**config.mk**
```make
export PLATFORM = sky130hd
export DESIGN_NAME = mem_access_stage
export DESIGN_NICKNAME = d
export VERILOG_FILES = /design/src/rtl/mem_access_stage_pkg.sv /design/src/rtl/mem_timeout_counter.sv /design/src/rtl/mem_access_stage.sv
export SDC_FILE = /design/constraint.sdc
export NUM_CORES = 1
export LEC_CHECK = 0
export ABC_AREA = 0
export BUFFER_PORTS_ARGS = -buffer_cell sky130_fd_sc_hd__buf_4
export CAP_MARGIN = 10
export CELL_PAD_IN_SITES_DETAIL_PLACEMENT = 1
export CELL_PAD_IN_SITES_GLOBAL_PLACEMENT = 1
export CORE_MARGIN = 3
export CORE_UTILIZATION = 30
export CTS_BUF_LIST = sky130_fd_sc_hd__clkbuf_8
export DETAILED_ROUTE_END_ITERATION = 16
export PLACE_DENSITY = 0.67
export SYNTH_ARGS = -nofsm -noshare
export SYNTH_HDL_FRONTEND = slang
export SYNTH_HIERARCHICAL = 1
export SYNTH_SLANG_ARGS = --single-unit
```
**constraint.sdc**
```tcl
create_clock -name CLOCK -period 7.4 [get_ports CLOCK]
set_input_delay 2.22 -clock CLOCK [delete_from_list [all_inputs] [get_ports CLOCK]]
set_output_delay 2.22 -clock CLOCK [all_outputs]
set_load 0.01 [all_outputs]
```
**src/rtl/mem_access_stage_pkg.sv**
```systemverilog
// Shared definitions for the LEGv8 MEM stage: widths, FSM state encoding and
// the doubleword alignment helper.
package mem_access_stage_pkg;

    localparam int DATA_W = 64;

    localparam logic [DATA_W-1:0] ALIGN_MASK = {{(DATA_W-3){1'b1}}, 3'b000};

    typedef enum logic [1:0] {
        S_IDLE = 2'd0,
        S_REQ  = 2'd1,
        S_DONE = 2'd2
    } state_t;

    function automatic logic is_misaligned(input logic [DATA_W-1:0] addr);
        return ((addr & ~ALIGN_MASK) != {DATA_W{1'b0}});
    endfunction

endpackage

```
**src/rtl/mem_timeout_counter.sv**
```systemverilog
// Counts cycles spent waiting for a memory ack; expired is high once the
// count reaches TIMEOUT-1, and the counter saturates there.
module mem_timeout_counter #(
    parameter int TIMEOUT = 16
) (
    input  logic clk,
    input  logic rst_n,
    input  logic clear,
    input  logic enable,
    output logic expired
);

    localparam int CNT_W = $clog2(TIMEOUT);
    localparam logic [CNT_W-1:0] LAST = CNT_W'(TIMEOUT - 1);

    logic [CNT_W-1:0] count_r;

    // Wait-cycle counter, cleared whenever no request is outstanding
    always_ff @(posedge clk or negedge rst_n) begin
        if (!rst_n) begin
            count_r <= {CNT_W{1'b0}};
        end else if (clear) begin
            count_r <= {CNT_W{1'b0}};
        end else if (enable && (count_r != LAST)) begin
            count_r <= count_r + CNT_W'(1);
        end else begin
            count_r <= count_r;
        end
    end

    assign expired = (count_r == LAST);

endmodule

```
**src/rtl/mem_access_stage.sv**
```systemverilog
// LEGv8 MEM stage: runs loads/stores over a req/ack data-memory handshake,
// stalls upstream while an access is outstanding and faults bad accesses.
module mem_access_stage
    import mem_access_stage_pkg::*;
#(
    parameter int TIMEOUT = 16
) (
    input  logic              CLOCK,
    input  logic              RESET_N,
    input  logic              valid_in,
    input  logic [DATA_W-1:0] aluResult_in,
    input  logic [DATA_W-1:0] storeData_in,
    input  logic [4:0]        writeReg_in,
    input  logic              regWrite_in,
    input  logic              memToReg_in,
    input  logic              memRead_in,
    input  logic              memWrite_in,
    output logic              stall_out,
    output logic [DATA_W-1:0] memAddress_out,
    output logic [DATA_W-1:0] memData_out,
    output logic [4:0]        writeReg_out,
    output logic              regWrite_out,
    output logic              memToReg_out,
    output logic              mem_fault,
    output logic              dmem_req,
    output logic              dmem_we,
    output logic [DATA_W-1:0] dmem_addr,
    output logic [DATA_W-1:0] dmem_wdata,
    input  logic              dmem_ack,
    input  logic [DATA_W-1:0] dmem_rdata
);

    state_t            state_r;
    logic [DATA_W-1:0] addr_r;
    logic [DATA_W-1:0] rdata_r;
    logic [4:0]        wreg_r;
    logic              regwrite_r;
    logic              memtoreg_r;
    logic              fault_r;
    logic              memop_s;
    logic              misal_s;
    logic              expired_s;

    assign memop_s = valid_in & (memRead_in | memWrite_in);
    assign misal_s = is_misaligned(aluResult_in);

    mem_timeout_counter #(
        .TIMEOUT (TIMEOUT)
    ) u_timeout (
        .clk     (CLOCK),
        .rst_n   (RESET_N),
        .clear   (state_r != S_REQ),
        .enable  ((state_r == S_REQ) && !dmem_ack),
        .expired (expired_s)
    );

    // Access FSM with registered bus signals, latches and fault pulse
    always_ff @(posedge CLOCK or negedge RESET_N) begin
        if (!RESET_N) begin
            state_r    <= S_IDLE;
            dmem_req   <= 1'b0;
            dmem_we    <= 1'b0;
            dmem_addr  <= {DATA_W{1'b0}};
            dmem_wdata <= {DATA_W{1'b0}};
            addr_r     <= {DATA_W{1'b0}};
            rdata_r    <= {DATA_W{1'b0}};
            wreg_r     <= 5'd0;
            regwrite_r <= 1'b0;
            memtoreg_r <= 1'b0;
            fault_r    <= 1'b0;
        end else begin
            case (state_r)
                S_IDLE: begin
                    fault_r <= 1'b0;
                    if (memop_s) begin
                        addr_r     <= aluResult_in;
                        rdata_r    <= {DATA_W{1'b0}};
                        wreg_r     <= writeReg_in;
                        regwrite_r <= regWrite_in;
                        memtoreg_r <= memToReg_in;
                        if (misal_s) begin
                            fault_r <= 1'b1;
                            state_r <= S_DONE;
                        end else begin
                            dmem_req   <= 1'b1;
                            dmem_we    <= memWrite_in;
                            dmem_addr  <= aluResult_in & ALIGN_MASK;
                            dmem_wdata <= storeData_in;
                            state_r    <= S_REQ;
                        end
                    end
                end
                S_REQ: begin
                    // An ack in the timeout cycle still completes normally
                    if (dmem_ack) begin
                        rdata_r  <= dmem_we ? {DATA_W{1'b0}} : dmem_rdata;
                        dmem_req <= 1'b0;
                        state_r  <= S_DONE;
                    end else if (expired_s) begin
                        dmem_req <= 1'b0;
                        fault_r  <= 1'b1;
                        state_r  <= S_DONE;
                    end
                end
                S_DONE: begin
                    fault_r <= 1'b0;
                    state_r <= S_IDLE;
                end
                default: begin
                    dmem_req <= 1'b0;
                    fault_r  <= 1'b0;
                    state_r  <= S_IDLE;
                end
            endcase
        end
    end

    assign mem_fault = fault_r;

    // MEM/WB-facing outputs: passthrough, bubble or latched completion
    always_comb begin
        stall_out      = 1'b1;
        memAddress_out = addr_r;
        memData_out    = {DATA_W{1'b0}};
        writeReg_out   = wreg_r;
        regWrite_out   = 1'b0;
        memToReg_out   = 1'b0;
        case (state_r)
            S_IDLE: begin
                memAddress_out = aluResult_in;
                writeReg_out   = writeReg_in;
                if (memop_s) begin
                    stall_out = 1'b1;
                end else begin
                    stall_out    = 1'b0;
                    regWrite_out = regWrite_in & valid_in;
                    memToReg_out = memToReg_in;
                end
            end
            S_REQ: begin
                stall_out = 1'b1;
            end
            S_DONE: begin
                stall_out = 1'b0;
                if (fault_r) begin
                    regWrite_out = 1'b0;
                    memToReg_out = 1'b0;
                end else begin
                    regWrite_out = regwrite_r;
                    memToReg_out = memtoreg_r;
                    memData_out  = rdata_r;
                end
            end
            default: begin
                stall_out = 1'b1;
            end
        endcase
    end

endmodule

```
## Word level (Yosys, flattened, before mapping)

Index checks and enable logic that the tools add are counted.

| storage, ports and cells | value |
|---|---|
| input bits | 205 |
| output and inout port bits | 267 |
| register bits | 269 |
| word-level logic and storage cells | 75 |

| cells by class | value |
|---|---|
| equal/unequal tests | 11 |
| mux-type cells | 33 |
| add/sub/neg operators | 1 |
| reductions and logical operators | 13 |
| bitwise operators | 5 |

Operators with widths:

| kind | number |
|---|---|
| two-way mux 64 bit | 6 |
| one-hot mux 64 bit (2 select lines) | 1 |
| nonzero test 64 bit | 1 |
| two-way mux 1 bit | 13 |
| inequality test 2 bit, second input constant | 5 |
| two-way mux 2 bit | 4 |
| two-way mux 4 bit | 2 |
| one-hot mux 1 bit (2 select lines) | 4 |
| AND reduction 2 bit | 3 |
| AND reduction 3 bit | 2 |
| two-way mux 5 bit | 1 |
| adder 4 x 1 -> 4 bit, second input constant | 1 |
| equality test 4 bit, second input constant | 1 |
| inequality test 4 bit, second input constant | 1 |
| one-hot mux 2 bit (2 select lines) | 1 |
| AND reduction 4 bit | 1 |
| nonzero test 2 bit | 2 |
| inequality test 3 bit, second input constant | 1 |
| one-hot mux 1 bit (3 select lines) | 1 |
| AND 1 bit | 2 |
| equality test 2 x 1 -> 1 bit, second input constant | 1 |
| equality test 2 bit, second input constant | 1 |
| logical AND 1 bit | 2 |
| zero test 2 bit | 1 |
| 4 further kinds | 5 |

## Depth between registers and ports, before layout

Gate-level depths: netlist (run 1).

| depth | value |
|---|---|
| depth after elaboration | 5 |
| mapped depth | 7 |

## By module

Netlist (run 1), hierarchy kept.

By module, submodules not included:

| module | cells an instance | area an instance (um^2) | times used | seq. area each (um^2) |
|---|---|---|---|---|
| mem_access_stage | 894 | 11177.0 | 1 | 6631.4 |
| mem_timeout_counter | 20 | 229.0 | 1 | 100.1 |

## Worst setup path before layout (run 1)

Ideal clock, no wire load.

| timing | value |
|---|---|
| path type | input to output |
| start point | input port memWrite_in |
| end point | output port stall_out |
| setup slack | 1924 ps |
| data arrival time | 3256 ps |
| required time | 5180 ps |
| stages on the path | 5 |
| cells stage by stage | o21a_1 > nand2_1 > clkbuf_1 > clkbuf_1 > nand2_1 |

| between the ends | value |
|---|---|
| longest elaborated chain between the ends | 4 |

Ends and longest elaborated chain:

| element | line | source |
|---|---|---|
| from (decl) | mem_access_stage.sv:17 | `input logic memWrite_in,` |
| OR 1 bit | mem_access_stage.sv:44 | `assign memop_s = valid_in & (memRead_in \| memWrite_in);` |
| AND 1 bit | mem_access_stage.sv:44 |  |
| two-way mux 1 bit | mem_access_stage.sv:132 | `if (memop_s) begin` |
| one-hot mux 1 bit (2 select lines) | mem_access_stage.sv:128 | `case (state_r)` |
| to (decl) | mem_access_stage.sv:18 | `output logic stall_out,` |

Every way passes these cells.

## Worst setup path in the final report (run 1)

| timing | value |
|---|---|
| start point | input port memWrite_in |
| end point | output port regWrite_out |

| between the ends | value |
|---|---|
| longest elaborated chain between the ends | 4 |

Ends and longest elaborated chain:

| element | line | source |
|---|---|---|
| OR 1 bit | mem_access_stage.sv:44 |  |
| AND 1 bit | mem_access_stage.sv:44 |  |
| two-way mux 1 bit | mem_access_stage.sv:132 |  |
| one-hot mux 1 bit (2 select lines) | mem_access_stage.sv:128 |  |
| to (decl) | mem_access_stage.sv:22 | `output logic regWrite_out,` |

Every way passes these cells.

==> impl_metrics.ini, run 1 <==
[run_status]
run_status = finished, final reports clean

[logic_synthesis]
yosys.cell_count.top_type = dfrtp_1
synth_cells = 914
synth-simple-area-share_pct = 12.0
synth_top_flop_cell = dfrtp_1
synth_top_cell_by_area = dfrtp_1
synth-edff-count = 0
main_combinational_cell_family_by_area_after_synthesis = multiplexers
asyncSetResetFlopFracSynth_pct = 100
netlist_top_cells_area = dfrtp_1 (59%), mux2_2 (15%), nand2_1 (6.9%)
yosys_warnings = 6
yosysSeqAreaShare_pct = 59.0
synth_cell_types = 38
synth_compound_area_share_pct = 6.31
postSynthRegisterBits = 269
synth_adder_area_share_pct = 0.110
mappedNetlistArea_um2 = 11400
synth.top_cells.by_count = dfrtp_1 (269), nand2_1 (209), mux2_2 (151), a32o_1 (65), and2_1 (64)
synthDominantCellAreaShare_pct = 59.0
synthesis.area_per_instance_um2 = 12.5
xor_xnor_share_of_the_synthesized_area_pct = 0
post_synth_mux_area_share_pct = 19.7

[critical_path]
setup.reg_to_reg.worst_slack_ns = 4.35
critPathCaptureType = output pin
timing.reg2reg.worst_path_depth = 4
path_class = input pin to output pin
worst_ep_arrival_time_ns = 3.22
crit_required_ns = 5.18
timing.critical_path.from_type = input pin
crit-reg2reg-capture = dmem_wdata[28]
crit_start = memWrite_in
critical_path.max_fanout = 4
r2r_startpoint = state_r[0]

[drt]
postRouteWirelength_um = 38300
wl_per_cell_um = 20.0
detailedRoute.firstPassIterationCount = 5
vias_per_cell = 4.73
final_antenna_net_count = 0
drt_drc_violations_left = 0
via_count = 9066
initialDrtViolationCount = 359

[job]
max_cap_violations = 0

[placement]
io_buffers = 468
placement.setup.worst_slack_ns = 1.94
gp_congestion = 0.772
detailedPlacementHpwl_um = 27000
placedCellCount = 1834
dpl-instance-area_um2 = 15400

[cells_and_area]
finalInstanceArea_um2 = 16300
nNetsFinal = 1586
final_core_util_pct = 44.1
final_layout_size_suffix_gt1_share_pct = 50.3
final_cell_count_no_fill = 1917
nFillCells = 4069
layout-area-overhead-vs-synth_pct = 43.2

[worst_hold_path]
number_of_stages_on_the_worst_hold_path = 1
worstHoldPathType = flop to flop
hold-path-endpoint = dmem_wdata[56]
timing.hold.worst.start = dmem_wdata[56]

[power_and_ir_drop]
power_density_nw_per_um2 = 390
max-vdd-ir-drop_uv = 184
p_leak_nw = 8.14
overall_power_of_the_completed_layout_mw = 6.37

[floorplan]
initial_core_util_pct = 30.8
die-width_um = 201
die-area_um2 = 40400
ios = 472
chipHeight_um = 201
num_rows = 70
design.core.area_um2 = 37000

[grt]
pin_count_of_the_biggest_net_entering_global_routing = 108
number_of_antenna_violations_at_the_first_check_in_global_routing = 2
grt_pass1_wl_um = 59400
globalRouteOverflowTotal = 0
global_route.usage.total_pct = 18.6
grt_pass1_vias = 9929

[timing]
fmax_mhz = 184
time_the_final_worst_path_needs_with_i_o_delays_and_setup_ns = 5.44
skew_ns = 0.0269
hold_viol_final = 0
final_critical_path_share_of_the_clock_period_pct = 73.6
rsz0062_at_grt = false
max-slew-margin-rel_pct = 23.0
postLayoutSetupSlackWorst_ns = 1.96
setup-violations-final = 0
finalHoldWorstSlack_ns = 0.485
timing_worst_slew_pin_value_ns = 1.15
final.setup.tns_ns = 0
report.final.slew_viol_count = 0

[clock_tree]
cts.repair_timing.setup_buffer_count = 0
cts_hold_repair.buffers = 0
cts_tree = built
htree_levels = 2
clock_buffer_count_from_cts = 48
clock_sink_count = 269
cts_resized = 0
cts_max_path_buffers = 3
clkSlewWorstSetupHoldPaths_ns = 0.06
clk-insertion-delay-late_ns = 0.60
cell_at_the_root_of_the_clock_tree = clkbuf_8
## worst max-delay path, cell delays in order
cell and delay, ns:
buf_4 0.12, o21a_1 0.22, nor2_1 0.31, a32o_1 0.23, buf_4 0.12
## area by class of cell
cell class | count | area [um^2] | area share [%]
well taps | 504 | 631 | 3.86
flip-flops and latches | 269 | 6730 | 41.2
inverters | 1 | 3.75 | 0.0230
clock buffers | 62 | 853 | 5.22
multi-input cells | 579 | 4380 | 26.8
clock inverters | 20 | 114 | 0.697
diodes | 1 | 2.50 | 0.0153
repair buffers | 481 | 3620 | 22.1
## cell usage in the layout (no fill, tap or decap), drive strengths merged, types with 2 or more instances in the layout
master	synthesis	routed
a21oi	4	4
a32o	65	65
and2	64	64
buf	31	481
clkbuf	36	62
clkinvlp	0	3
conb	1	3
dfrtp	269	269
inv	1	16
mux2	198	198
nand2	209	209
nand2b	3	3
nor2	6	6
nor2b	3	3
nor3	3	3
nor3b	3	3
o21ai	3	3
or2	2	2
## routing by layer
| metal | wire (um) | vias to the layer above | track usage (%) |
|---|---|---|---|
| met4 | 1240 | 2 | 7.18 |
| li1 | - | 4102 | - |
| met3 | 3140 | 70 | 6.49 |
| met2 | 18900 | 339 | 31.7 |
| met5 | 13 | - | 0 |
| met1 | 15100 | 4553 | 21.4 |
## worst max-delay path by stage
stage                   endpoint  slack, ns  cells after the start
CTS                 regWrite_out       1.94                      5
global placement    regWrite_out       1.96                      5
finish              regWrite_out       1.96                      5
detailed placement  regWrite_out       1.94                      5
global route        regWrite_out       1.90                      5
floorplan              stall_out       1.92                      5
## state kept, by name (all words and copies together), names as in the netlist
name,cells
dmem_wdata,64
memtoreg_r,1
state_r,2
dmem_we,1
u_timeout/count_r,4
wreg_r,5
addr_r,64
mem_fault,1
dmem_addr,61
rdata_r,64
dmem_req,1
regwrite_r,1
## power by group
part	internal (mW)	switching [mW]	total, mW
Sequential	2.06	0.310	2.37
Clock	0.779	0.625	1.40
Combinational	1.33	1.27	2.59
Total	4.17	2.20	6.37
## cells by family (layout without fill, tap and decap cells)
logic type / after synthesis / in the layout
mux: 199 / 199
other cells: 1 / 4
compound gates: 76 / 76
fa+ha+maj: 1 / 1
flops: 269 / 269
buf+inv: 68 / 564
simple gates: 300 / 300
No activity file was read; power rests on OpenSTA's default activity.
==> run 2, diff against run 1 <==
--- a/config.mk
+++ b/config.mk
@@ -14,7 +14,7 @@
 export CORE_UTILIZATION = 30
 export CTS_BUF_LIST = sky130_fd_sc_hd__clkbuf_8
 export DETAILED_ROUTE_END_ITERATION = 16
-export PLACE_DENSITY = 0.67
+export PLACE_DENSITY = 0.7
 export SYNTH_ARGS = -nofsm -noshare
 export SYNTH_HDL_FRONTEND = slang
 export SYNTH_HIERARCHICAL = 1
==> constraint.sdc (replaced) <==
create_clock -name CLOCK -period 4.7 [get_ports CLOCK]
set_input_delay 1.41 -clock CLOCK [delete_from_list [all_inputs] [get_ports CLOCK]]
set_output_delay 1.41 -clock CLOCK [all_outputs]
set_load 0.01 [all_outputs]
==> impl_metrics.ini, run 2 (same netlist as run 1, synthesis figures left out) <==
[timing]
max-slew-margin-rel_pct = 36.1
skew_ns = 0.0227
time_the_final_worst_path_needs_with_i_o_delays_and_setup_ns = 3.95
timing_worst_slew_pin_value_ns = 0.959
final.setup.tns_ns = 0
rsz0062_at_grt = false
hold_viol_final = 0
fmax_mhz = 253
final_critical_path_share_of_the_clock_period_pct = 84.0
setup-violations-final = 0
report.final.slew_viol_count = 0

[critical_path]
crit_buf_inv = 1
setup.reg_to_reg.worst_slack_ns = 2.00
timing.critical_path.from_type = flop
worst_path_largest_cell_delay_ns = 0.62
crit_path_cell_trace = or2_2 > nor2_1 > a32o_1 > buf_4
crit_required_ns = 3.29
critPathCaptureType = output pin
worst_ep_arrival_time_ns = 2.54
critical_path.slowest_cell = or2_2
timing.critical_path.max_delay_family = simple AND/OR/NAND/NOR gates
path_class = flop to output pin
critical_path.max_fanout = 29

[clock_tree]
cts_max_path_buffers = 3
htree_levels = 2
clkSlewWorstSetupHoldPaths_ns = 0.06
cts_tree = built
clk-insertion-delay-late_ns = 0.59
cell_at_the_root_of_the_clock_tree = clkbuf_8
cts_hold_repair.buffers = 0
cts_resized = 0
clock_sink_count = 269
clock_buffer_count_from_cts = 48
cts.repair_timing.setup_buffer_count = 0

[power_and_ir_drop]
max-vdd-ir-drop_uv = 319
power.internal_mw = 6.43
total_switching_power_mw = 3.41
power_density_nw_per_um2 = 603
overall_power_of_the_completed_layout_mw = 9.84
p_sw_share_pct = 34.7
p_comb_share_pct = 41.5
p_leak_nw = 8.14
pwr-share-seq_pct = 38.1
clkPwrFrac_pct = 20.4

[grt]
pin_count_of_the_biggest_net_entering_global_routing = 109
grt_pass1_wl_um = 58100
number_of_antenna_violations_at_the_first_check_in_global_routing = 2
global_route.usage.total_pct = 18.1
globalRouteOverflowTotal = 0
grt_pass1_vias = 9779

[cells_and_area]
nNetsFinal = 1588
ff_latch_area_um2 = 6730
mostFrequentLayoutCell = buf_4
final_layout_size_suffix_gt1_share_pct = 49.9
layout-area-overhead-vs-synth_pct = 43.0
layout_top_registers = addr_r x64, dmem_wdata x64, rdata_r x64
multi_input_area_um2 = 4380
final_cell_mix = buf_4 (477), dfrtp_1 (269), nand2_1 (208)
nFillCells = 4064

[worst_hold_path]
worstHoldPathType = flop to flop

[floorplan]
ios = 472
num_rows = 70
die-width_um = 201
design.core.area_um2 = 37000
initial_core_util_pct = 30.8
chipHeight_um = 201
die-area_um2 = 40400

[placement]
io_buffers = 468
gp_congestion = 0.770
detailedPlacementHpwl_um = 27000

[drt]
vias_per_cell = 4.67
final_antenna_net_count = 0
postRouteWirelength_um = 37700
via_count = 8942
drt_drc_violations_left = 0
initialDrtViolationCount = 356
wl_per_cell_um = 19.7
detailedRoute.firstPassIterationCount = 4

[job]
max_cap_violations = 0

[run_status]
run_status = finished, final reports clean
==> run 2: cell types whose count changed in the layout (fill, tap and decap cells not counted), sizes merged <==
cell / delta
clkbuf: -6
inv: +4
clkinvlp: -3
buf: +2
clkinv: +2
bufinv: -1
==> run 2: stage by stage <==
stage / util [%] / cell area (um^2) / std cells / hold WS (ns) / setup slack (ns)
after CTS: 44.0 / 16300 / 1914 / 0.488 / 0.610
after floorplan: - / 11400 / 916 / 0.458 / 0.844
after global routing: 44.0 / 16300 / 1915 / 0.496 / 0.581
final: 44.0 / 16300 / 1915 / 0.486 / 0.752
after global placement: 41.7 / 15400 / 1836 / 0.467 / 0.801
after detailed placement: 41.7 / 15400 / 1836 / 0.475 / 0.783
==> run 2: metal layers <==
metal	track usage (%)	routed length (um)
met2	30.6	18600
met1	21.2	14700
met3	5.74	3030
met5	0	20
met4	7.83	1340
==> run 2: final cells by class <==
class / instances / area share [%]
repair buffers: 483 / 22.7
flip-flops and latches: 269 / 41.3
well taps: 504 / 3.87
multi-input cells: 579 / 26.9
diodes: 1 / 0.0153
clock inverters: 22 / 0.529
inverters: 1 / 0.0230
clock buffers: 56 / 4.73
==> run 2: power by group through the flow <==
stage | registers [mW] | clock network (mW) | logic, mW
finish | 3.75 | 2.01 | 4.08
global route | 3.87 | 2.22 | 4.43
CTS | 3.76 | 2.11 | 4.18
detailed placement | 3.79 | 0 | 4.17
global placement | 3.73 | 0 | 4.08
floorplan | 3.93 | 0 | 1.72
==> run 2: path summary, 6_finish.rpt <==
path,from,to,cells after the start
max,state_r[0],regWrite_out,4
min,addr_r[49],addr_r[49],1
max reg2reg,state_r[0],wreg_r[3],4
min reg2reg,addr_r[49],addr_r[49],1
max in group asynchronous,RESET_N,rdata_r[27],2
min in group asynchronous,RESET_N,dmem_addr[42],1
==> run 3, diff against run 2 <==
--- a/config.mk
+++ b/config.mk
@@ -5,7 +5,7 @@
 export SDC_FILE = /design/constraint.sdc
 export NUM_CORES = 1
 export LEC_CHECK = 0
-export ABC_AREA = 0
+export ABC_AREA = 1
 export BUFFER_PORTS_ARGS = -buffer_cell sky130_fd_sc_hd__buf_4
 export CAP_MARGIN = 10
 export CELL_PAD_IN_SITES_DETAIL_PLACEMENT = 1
@@ -14,7 +14,7 @@
 export CORE_UTILIZATION = 30
 export CTS_BUF_LIST = sky130_fd_sc_hd__clkbuf_8
 export DETAILED_ROUTE_END_ITERATION = 16
-export PLACE_DENSITY = 0.7
+export PLACE_DENSITY = 0.71
 export SYNTH_ARGS = -nofsm -noshare
 export SYNTH_HDL_FRONTEND = slang
 export SYNTH_HIERARCHICAL = 1
==> constraint.sdc (replaced) <==
create_clock -name CLOCK -period 3.69 [get_ports CLOCK]
set_input_delay 1.107 -clock CLOCK [delete_from_list [all_inputs] [get_ports CLOCK]]
set_output_delay 1.107 -clock CLOCK [all_outputs]
set_load 0.01 [all_outputs]
==> impl_metrics.ini, run 3 <==
[run_status]
run_status = finished, final reports clean

[critical_path]
crit_start = state_r[1]
worst_ep_arrival_time_ns = 2.24
timing.reg2reg.worst_path_depth = 7
critPathCaptureType = output pin
r2r_startpoint = state_r[1]
path_common_cell = buf_4
worst_path_largest_cell_delay_ns = 0.48
critical_path.slowest_cell = dfrtp_1
path_class = flop to output pin
timing.critical_path.from_type = flop
crit_path_cell_trace = nor2_4 > buf_4 > nand2_1 > o22ai_1 > buf_4
critical_path.max_fanout = 54
crit_required_ns = 2.58

[logic_synthesis]
synth-edff-count = 0
synth_cell_types = 25
synth_cells = 1486
netlist_top_cells_area = dfrtp_1 (55%), nand2_1 (17%), o21ai_0 (5.9%)
synthesis.area_per_instance_um2 = 8.18
synthDominantCellAreaShare_pct = 55.4
postSynthRegisterBits = 269
yosys.cell_count.top_type = nand2_1
yosysSeqAreaShare_pct = 55.4
yosys_warnings = 6
synth_top_flop_cell = dfrtp_1
mappedNetlistArea_um2 = 12200
synth_top_cell_by_area = dfrtp_1
synth.top_cells.by_count = nand2_1 (542), dfrtp_1 (269), o21ai_0 (144), inv_1 (143), nand3_1 (132)
asyncSetResetFlopFracSynth_pct = 100

[timing]
hold_viol_final = 0
finalHoldWorstSlack_ns = 0.469
rsz0062_at_grt = false
skew_ns = 0.0152
postLayoutSetupSlackWorst_ns = 0.347
report.final.slew_viol_count = 0
setup-violations-final = 0
fmax_mhz = 299
max-slew-margin-rel_pct = 54.3
final_critical_path_share_of_the_clock_period_pct = 90.6
timing_worst_slew_pin_value_ns = 0.686
final.setup.tns_ns = 0
time_the_final_worst_path_needs_with_i_o_delays_and_setup_ns = 3.34

[grt]
globalRouteMet2Util_pct = 33.2
globalRoute.busiestLayer = met2
met3_usage_pct = 9.31
grt_use_met1_pct = 22.8
number_of_antenna_violations_at_the_first_check_in_global_routing = 2
global_route.usage.total_pct = 20.1
grt_pass1_vias = 12154
pin_count_of_the_biggest_net_entering_global_routing = 164
globalRouteOverflowTotal = 0
grt_pass1_wl_um = 69500

[worst_hold_path]
timing.hold.worst.start = dmem_addr[60]
number_of_stages_on_the_worst_hold_path = 2
worstHoldPathType = flop to flop

[cells_and_area]
layout-area-overhead-vs-synth_pct = 40.7
finalInstanceArea_um2 = 17100
layout_top_registers = addr_r x64, dmem_wdata x64, rdata_r x64
mostFrequentLayoutCell = nand2_1
nFillCells = 4947
final_cell_count_no_fill = 2490
final_layout_size_suffix_gt1_share_pct = 31.7
nNetsFinal = 2135
final_cell_mix = nand2_1 (540), buf_4 (476), dfrtp_1 (269)

[power_and_ir_drop]
total_switching_power_mw = 4.76
p_comb_share_pct = 41.1
power_density_nw_per_um2 = 725
clkPwrFrac_pct = 22.6
p_sw_share_pct = 38.4
max-vdd-ir-drop_uv = 324
pwr-share-seq_pct = 36.3
power.internal_mw = 7.64
p_leak_nw = 8.89

[floorplan]
die-area_um2 = 43000
design.core.area_um2 = 39900
num_rows = 73
die-width_um = 207
initial_core_util_pct = 30.5
chipHeight_um = 207
ios = 472

[drt]
via_count = 11521
final_antenna_net_count = 0
postRouteWirelength_um = 43600
detailedRoute.firstPassIterationCount = 4
vias_per_cell = 4.63
wl_per_cell_um = 17.5
initialDrtViolationCount = 486
drt_drc_violations_left = 0

[clock_tree]
cell_at_the_root_of_the_clock_tree = clkbuf_8
clock_buffer_count_from_cts = 51
cts_tree = built
clkSlewWorstSetupHoldPaths_ns = 0.05
cts_max_path_buffers = 3
clk-insertion-delay-late_ns = 0.60
htree_levels = 2
clock_sink_count = 269

[placement]
io_buffers = 468
gp_congestion = 0.809
placedCellCount = 2399
dpl-instance-area_um2 = 16100
detailedPlacementHpwl_um = 30500
placement.setup.worst_slack_ns = 0.573

[job]
max_cap_violations = 0
run 3: logic make-up after synthesis:
logic type                 after synthesis  share of synthesized area (%)
adders and majority gates                1                          0.103
DFF                                    269                           55.4
xor gates and xnor gates                 1                         0.0720
buffers and inverters                  248                           9.08
AOI/OAI and AO/OA                      212                           10.4
and+or+nand+nor                        754                           25.0
other                                    1                         0.0308
run 3: final cells by class:
cell class              count  area, um^2  share of cell area [%]
inverters                 146         551                    3.22
clock buffers              63         867                    5.07
well taps                 525         657                    3.84
clock inverters            24        95.1                   0.556
multi-input cells         971        4350                    25.4
diodes                      2        5.00                  0.0293
repair buffers            490        3850                    22.5
flip-flops and latches    269        6730                    39.4
run 3: power groups by stage:
stage	Combinational, mW	Sequential, mW	Clock (mW)
2_1_floorplan	2.21	4.78	0
3_3_place_gp	5.04	4.51	0
3_5_place_dp	5.16	4.55	0
4_1_cts	5.18	4.52	2.94
5_1_grt	5.66	4.65	3.08
6_report	5.09	4.51	2.81
run 3: worst paths after layout:
path	to	slack, ns
max	regWrite_out	0.35
min	dmem_addr[60]	0.47
max reg2reg	dmem_addr[29]	1.30
min reg2reg	dmem_addr[60]	0.47
max in group asynchronous	dmem_addr[50]	2.39
min in group asynchronous	rdata_r[32]	0.49
run 3: per-layer routing:
layer / vias to the layer above / part of all wire (%)
met1: 5553 / 38
li1: 5498 / -
met4: 0 / 3.1
met3: 78 / 10
met5: - / 0
met2: 392 / 49
run 3: timing repair:
| item | 4_1_cts | 5_1_grt |
|---|---|---|
| setup endpoints to repair | 0 | 12 |
| gates resized for setup | 0 | 0 |
| endpoints found under the hold margin | 0 | 0 |
| buffers inserted | 0 | 2 |
| hold buffers | 0 | 0 |
run 3: critical path, delay by kind of cell (launching register included):
family                 cells  cell delay, ns
flip-flops                 1            0.48
buffers and inverters      2            0.62
AND/OR/NAND/NOR            2            0.36
AO/OA/AOI/OAI              1            0.18
run 3: through the flow:
stage | total power, mW | utilization [%]
2_1_floorplan | 7.00 | -
3_3_place_gp | 9.55 | 40.4
3_5_place_dp | 9.71 | 40.4
4_1_cts | 12.6 | 42.8
5_1_grt | 13.4 | 42.9
6_report | 12.4 | 42.9
